<file path="src/rtl/uart_rx_deser_if.sv">
// Receiver-to-FIFO write port: byte, write strobe and full back-pressure.
// master = the receiver that produces bytes, slave = the FIFO that stores them.
interface uart_rx_deser_if;
  logic [7:0] data;
  logic       wrreq;
  logic       full;

  modport master (output data, output wrreq, input full);
  modport slave  (input data, input wrreq, output full);
endinterface

</file>
<file path="src/rtl/uart_rx_deser.sv">
// UART receiver that deserialises 8N1 frames, LSB first, into single-cycle
// FIFO writes. Bytes are dropped with a sticky overrun flag when the FIFO is full.
// Optional macro UART_RX_PARITY_EN adds a parity bit (8E1/8O1 chosen by PARITY_ODD).
module uart_rx_deser #(
  parameter int CLKS_PER_BIT = 16,
  parameter bit PARITY_ODD   = 1'b0
) (
  input  logic            clock,
  input  logic            sclr,
  input  logic            rx,
  uart_rx_deser_if.master fifo,
  output logic            busy,
  output logic            frame_err,
  output logic            parity_err,
  output logic            overrun
);

  localparam int            CW   = $clog2(CLKS_PER_BIT);
  localparam logic [CW-1:0] MID  = CW'(CLKS_PER_BIT / 2 - 1);
  localparam logic [CW-1:0] LAST = CW'(CLKS_PER_BIT - 1);

  typedef enum logic [2:0] {
    IDLE,
    START,
    DATA,
`ifdef UART_RX_PARITY_EN
    PARITY,
`endif
    STOP,
    BREAK
  } state_t;

  state_t        state, state_nxt;
  logic          rx_meta, rx_s;
  logic [CW-1:0] bit_cnt;
  logic [2:0]    idx;
  logic [7:0]    shift;
  logic          par_bad;
  logic          tick;
  logic          write_now, ferr_now, perr_now, ovr_now;

  assign tick = (bit_cnt == MID);

  // Two-flop synchroniser for the asynchronous line; idles high so reset looks like an idle line
  always_ff @(posedge clock) begin
    if (sclr) begin
      rx_meta <= 1'b1;
      rx_s    <= 1'b1;
    end else begin
      rx_meta <= rx;
      rx_s    <= rx_meta;
    end
  end

  // State register
  always_ff @(posedge clock) begin
    if (sclr) state <= IDLE;
    else      state <= state_nxt;
  end

  // Next-state logic; IDLE is only ever entered with rx_s high, so a low level there is a falling edge
  always_comb begin
    state_nxt = state;
    case (state)
      IDLE:  if (!rx_s) state_nxt = START;
      START: if (tick)  state_nxt = rx_s ? IDLE : DATA;
`ifdef UART_RX_PARITY_EN
      DATA:   if (tick && idx == 3'd7) state_nxt = PARITY;
      PARITY: if (tick) state_nxt = STOP;
`else
      DATA:  if (tick && idx == 3'd7) state_nxt = STOP;
`endif
      STOP:  if (tick)  state_nxt = rx_s ? IDLE : BREAK;
      BREAK: if (rx_s)  state_nxt = IDLE;
      default: state_nxt = IDLE;
    endcase
  end

  // Stop-bit verdict in priority order: framing, parity, back-pressure, then a good write
  always_comb begin
    busy      = (state != IDLE);
    write_now = 1'b0;
    ferr_now  = 1'b0;
    perr_now  = 1'b0;
    ovr_now   = 1'b0;
    if (state == STOP && tick) begin
      if (!rx_s)         ferr_now  = 1'b1;
      else if (par_bad)  perr_now  = 1'b1;
      else if (fifo.full) ovr_now  = 1'b1;
      else               write_now = 1'b1;
    end
  end

  // Bit timing, data shifting and registered outputs; the counter free-runs so mid-bit alignment carries from the start bit
  always_ff @(posedge clock) begin
    if (sclr) begin
      bit_cnt    <= '0;
      idx        <= '0;
      shift      <= '0;
      fifo.data  <= '0;
      fifo.wrreq <= 1'b0;
      frame_err  <= 1'b0;
      parity_err <= 1'b0;
      overrun    <= 1'b0;
    end else begin
      if (state == IDLE)        bit_cnt <= '0;
      else if (bit_cnt == LAST) bit_cnt <= '0;
      else                      bit_cnt <= bit_cnt + 1'b1;

      if (state == START && tick) idx <= '0;
      if (state == DATA && tick) begin
        shift <= {rx_s, shift[7:1]};
        idx   <= idx + 3'd1;
      end

      fifo.wrreq <= write_now;
      frame_err  <= ferr_now;
      parity_err <= perr_now;
      if (write_now) fifo.data <= shift;
      if (ovr_now)   overrun   <= 1'b1;
    end
  end

`ifdef UART_RX_PARITY_EN
  // Compare the received parity bit against the expected one and remember a mismatch until stop
  always_ff @(posedge clock) begin
    if (sclr)                       par_bad <= 1'b0;
    else if (state == START)        par_bad <= 1'b0;
    else if (state == PARITY && tick) par_bad <= rx_s ^ (^shift) ^ PARITY_ODD;
  end
`else
  logic unused_parity_odd;
  assign unused_parity_odd = PARITY_ODD;
  assign par_bad           = 1'b0;
`endif

endmodule
</file>
<file path="src/flat_wrapper.sv">
// flat-port wrapper written by rule: the top's interface ports become plain ports
module uart_rx_deser_flat 
#(
  parameter int CLKS_PER_BIT = 16,
  parameter bit PARITY_ODD   = 1'b0
)
  (clock, sclr, rx, busy, frame_err, parity_err, overrun, fifo_data, fifo_wrreq, fifo_full);
  uart_rx_deser_if fifo_i ();
  input  logic clock;
  input  logic sclr;
  input  logic rx;
  output logic busy;
  output logic frame_err;
  output logic parity_err;
  output logic overrun;
  output wire logic [$bits(fifo_i.data)-1:0] fifo_data;
  output wire logic [$bits(fifo_i.wrreq)-1:0] fifo_wrreq;
  input wire logic [$bits(fifo_i.full)-1:0] fifo_full;
  assign fifo_data = fifo_i.data;
  assign fifo_wrreq = fifo_i.wrreq;
  assign fifo_i.full = fifo_full;
  uart_rx_deser #(.CLKS_PER_BIT(CLKS_PER_BIT), .PARITY_ODD(PARITY_ODD)) u_core (.clock(clock), .sclr(sclr), .rx(rx), .fifo(fifo_i), .busy(busy), .frame_err(frame_err), .parity_err(parity_err), .overrun(overrun));
endmodule
</file>
<file path="config.mk">
export PLATFORM = sky130hd
export DESIGN_NAME = uart_rx_deser_flat
export DESIGN_NICKNAME = d
export VERILOG_FILES = /design/src/rtl/uart_rx_deser_if.sv /design/src/rtl/uart_rx_deser.sv /design/src/flat_wrapper.sv
export SDC_FILE = /design/constraint.sdc
export NUM_CORES = 1
export LEC_CHECK = 0
export CAP_MARGIN = 15
export CORE_MARGIN = 2
export CORE_UTILIZATION = 64
export CTS_BUF_LIST = sky130_fd_sc_hd__clkbuf_8
export DETAILED_ROUTE_END_ITERATION = 16
export DONT_BUFFER_PORTS = 1
export PLACE_DENSITY = 0.86
export SYNTH_ARGS = -nofsm -noshare
export SYNTH_HDL_FRONTEND = slang
export SYNTH_SLANG_ARGS = --single-unit
</file>
<file path="constraint.sdc">
create_clock -name clock -period 1.85 [get_ports clock]
set_input_delay 0.37 -clock clock [delete_from_list [all_inputs] [get_ports clock]]
set_output_delay 0.37 -clock clock [all_outputs]
set_load 0.1 [all_outputs]
</file>
==> results.txt <==
Outcome: finished clean
R2R Path Start: u_core.bit_cnt[0]
Crit path launch type: flop
Syn. warnings: 0
Fin area: 0.00147 mm²
Final HPWL DP: 1520 µm
TritonCTS Buffers: 5
Ratio of cells with drive above 1 in the final layout: 19.8%
Post-Syn Area: 0.00128 mm²
Hold Buf Count CTS: 0
Top cell type by total area after synthesis: dfxtp_1
Die area: 0.00237 mm²
CP Data Arrival Time: 1310 ps
Max-cap violations: 0
Pwr Total: 1.39 mW
Global-route wire length before repair: 3660 µm
Die height: 48.7 µm
Fin. max-slew vios: 0
Clock-pin slew on the worst setup and hold paths: 60 ps
Share of the synthesized area in the top cell type: 48.6%
Post-synthesis sequential area ratio: 48.6%
Cell Pwr Density: 947 mW/mm²
Most numerous cell in the Yosys netlist: dfxtp_1
Syn-to-layout area delta: 14.9%
CP Max Fanout: 7
Cts repair resizes: 0
Mean Syn Cell Area: 10.7 µm²
Fraction of registers with async set or reset after synthesis: 0%
Sequential share of power: 48.7%
Post-synthesis cell type count: 33
P_sw: 0.269 mW
Htree depth: 2
CTS tree: yes
Clock Path Buffers: 2
Hold Slack: 157 ps
DRC Markers: 0
Worst VDD drop: 0.958 mV
Worst Min Path Start: sclr
Leakage: 0.656 nW
Number of synthesized flops with an enable pin: 0
Initial antenna violation count: 0
Initial DRC count: 9
Initial Util: 66.5%
Unrepaired setup endpoints after global routing: false
Critical path startpoint: u_core.state[2]
Final hold viol count: 0
Synthesized instance count: 119
Synth top area cells: dfxtp_1, mux2i_1, nand2b_1
Clock Tree Root: clkbuf_8
GRT overflow: 0
Int Pwr: 1.12 mW
Crit path required time: 1480 ps
Die W: 48.7 µm
Vias in the first global route: 846
Switch share: 19.4%
# diodes: 0
Later-pin clock latency in the skew report: 280 ps
Core region area: 0.00192 mm²
Logic pwr share: 2.7%
Via count: 861
Drt total wl: 2190 µm
Routability Congestion: 0.758
Main synth FF type: dfxtp_1
Placed inst area: 0.00135 mm²
Row cnt: 16
Detail-routed net length per standard cell: 13.9 µm
Post-DRT Antenna Nets: 0
IO Port Bufs: 0
Hold Path Class: input port to flop
Number of buffers added for setup after CTS: 0
Worst Path Class, Setup: flop to output port
Clk pwr share: 48.6%
CTS Sinks: 31
Nets@finish: 137
Min Tclk post-route: 1680 ps
Vias per Instance: 5.45
Flop and latch count out of synthesis: 31
Total GRT Usage: 20.8%
CP Capture Type: output port
Setup violators final: 0
Fmax: 595 MHz
Largest net degree at the start of global routing: 32
Final Util: 76.4%
Most frequent cells after synthesis: dfxtp_1, nand2b_1, mux2i_1
Pre-antenna DRT Iters: 4
Syn Nets: 126
Worst Clk Skew: 3.98 ps
Tcrit/Tclk final: 90.8%
Fin Setup TNS: 0 ps
Ports: 17
[cell type report]
cell class / count / area [µm²]
clock buffers: 6 / 82.6
clock inverters: 2 / 35.0
fillers: 132 / 454
inverters: 3 / 11.3
multi-input cells: 77 / 594
flip-flops and latches: 31 / 621
well taps: 27 / 33.8
repair buffers: 12 / 90.1
[final timing paths]
kind,endpoint,slack [ps],depth (start not counted)
setup reg to reg,u_core.fifo.data[1],190,4
setup / recovery,busy,170,2
hold reg to reg,u_core.rx_s,430,1
hold / removal,u_core.fifo.wrreq,160,1
[power by group through the flow]
stage	Combinational, mW	Clock, mW	Sequential (mW)
2_1_floorplan	0.0409	0	0.690
3_3_place_gp	0.0364	0	0.691
3_5_place_dp	0.0374	0	0.692
4_1_cts	0.0377	0.690	0.677
5_1_grt	0.0394	0.724	0.677
6_report	0.0379	0.675	0.677
[routing by layer]
layer / routed length, µm / track usage [%] / share of wire (%) / up-vias
met5: 0 / 0 / 0 / -
met4: 46 / 12.9 / 2.1 / 0
met3: 107 / 7.41 / 4.9 / 5
met2: 1070 / 33.1 / 49 / 20
met1: 973 / 23.9 / 44 / 401
li1: - / - / - / 435
[worst max-delay path, cell delays in order (launching register included)]
cell,delay [ps]
dfxtp_1,360
or3_1,420
buf_4,250
[metrics by stage]
stage | setup WS (ps) | instances
2_1_floorplan | 184 | 119
3_3_place_gp | 322 | 150
3_5_place_dp | 223 | 150
4_1_cts | 164 | 158
5_1_grt | 86.8 | 158
6_report | 170 | 158
[cell families (layout without fill, tap and decap cells)]
family / Yosys count / count (layout) / synth area share, %
AOI/OAI and AO/OA: 13 / 13 / 7.93
xor gates and xnor gates: 2 / 2 / 1.37
muxes: 16 / 16 / 12.5
DFF: 31 / 31 / 48.6
adders and majority gates: 3 / 3 / 2.94
and+or+nand+nor: 42 / 42 / 21.5
other: 1 / 1 / 0.294
buffers and inverters: 11 / 23 / 4.90
[placed cells by master (no fill, tap or decap), drive strengths merged]
| master | Yosys | routed |
|---|---|---|
| dfxtp | 31 | 31 |
| nand2b | 19 | 19 |
| mux2i | 16 | 16 |
| buf | 5 | 12 |
| nor2 | 6 | 6 |
| clkbuf | 3 | 6 |
| a311oi | 4 | 4 |
| inv | 3 | 3 |
| ha | 3 | 3 |
| nand2 | 3 | 3 |
| and4b | 2 | 2 |
| nor3 | 2 | 2 |
| xnor2 | 2 | 2 |
| o32ai | 2 | 2 |
| a211oi | 2 | 2 |
| or2 | 2 | 2 |
| nand4b | 2 | 2 |
| or3 | 1 | 1 |
| and2 | 1 | 1 |
| and3b | 1 | 1 |
| nor3b | 1 | 1 |
| a21oi | 1 | 1 |
| and2b | 1 | 1 |
| a41oi | 1 | 1 |
| a21o | 1 | 1 |
| a31oi | 1 | 1 |
| nor4 | 1 | 1 |
| o21ai | 1 | 1 |
| conb | 1 | 1 |
| bufinv | 0 | 1 |
| clkinv | 0 | 1 |
[state kept, by name, summed over array words and instances (netlist names)]
register and flops:
u_core.bit_cnt 4, u_core.fifo.data 8, u_core.fifo.wrreq 1, u_core.frame_err 1, u_core.idx 3, u_core.overrun 1
u_core.rx_meta 1, u_core.rx_s 1, u_core.shift 8, u_core.state 3
(Power assumes the default switching activity.)
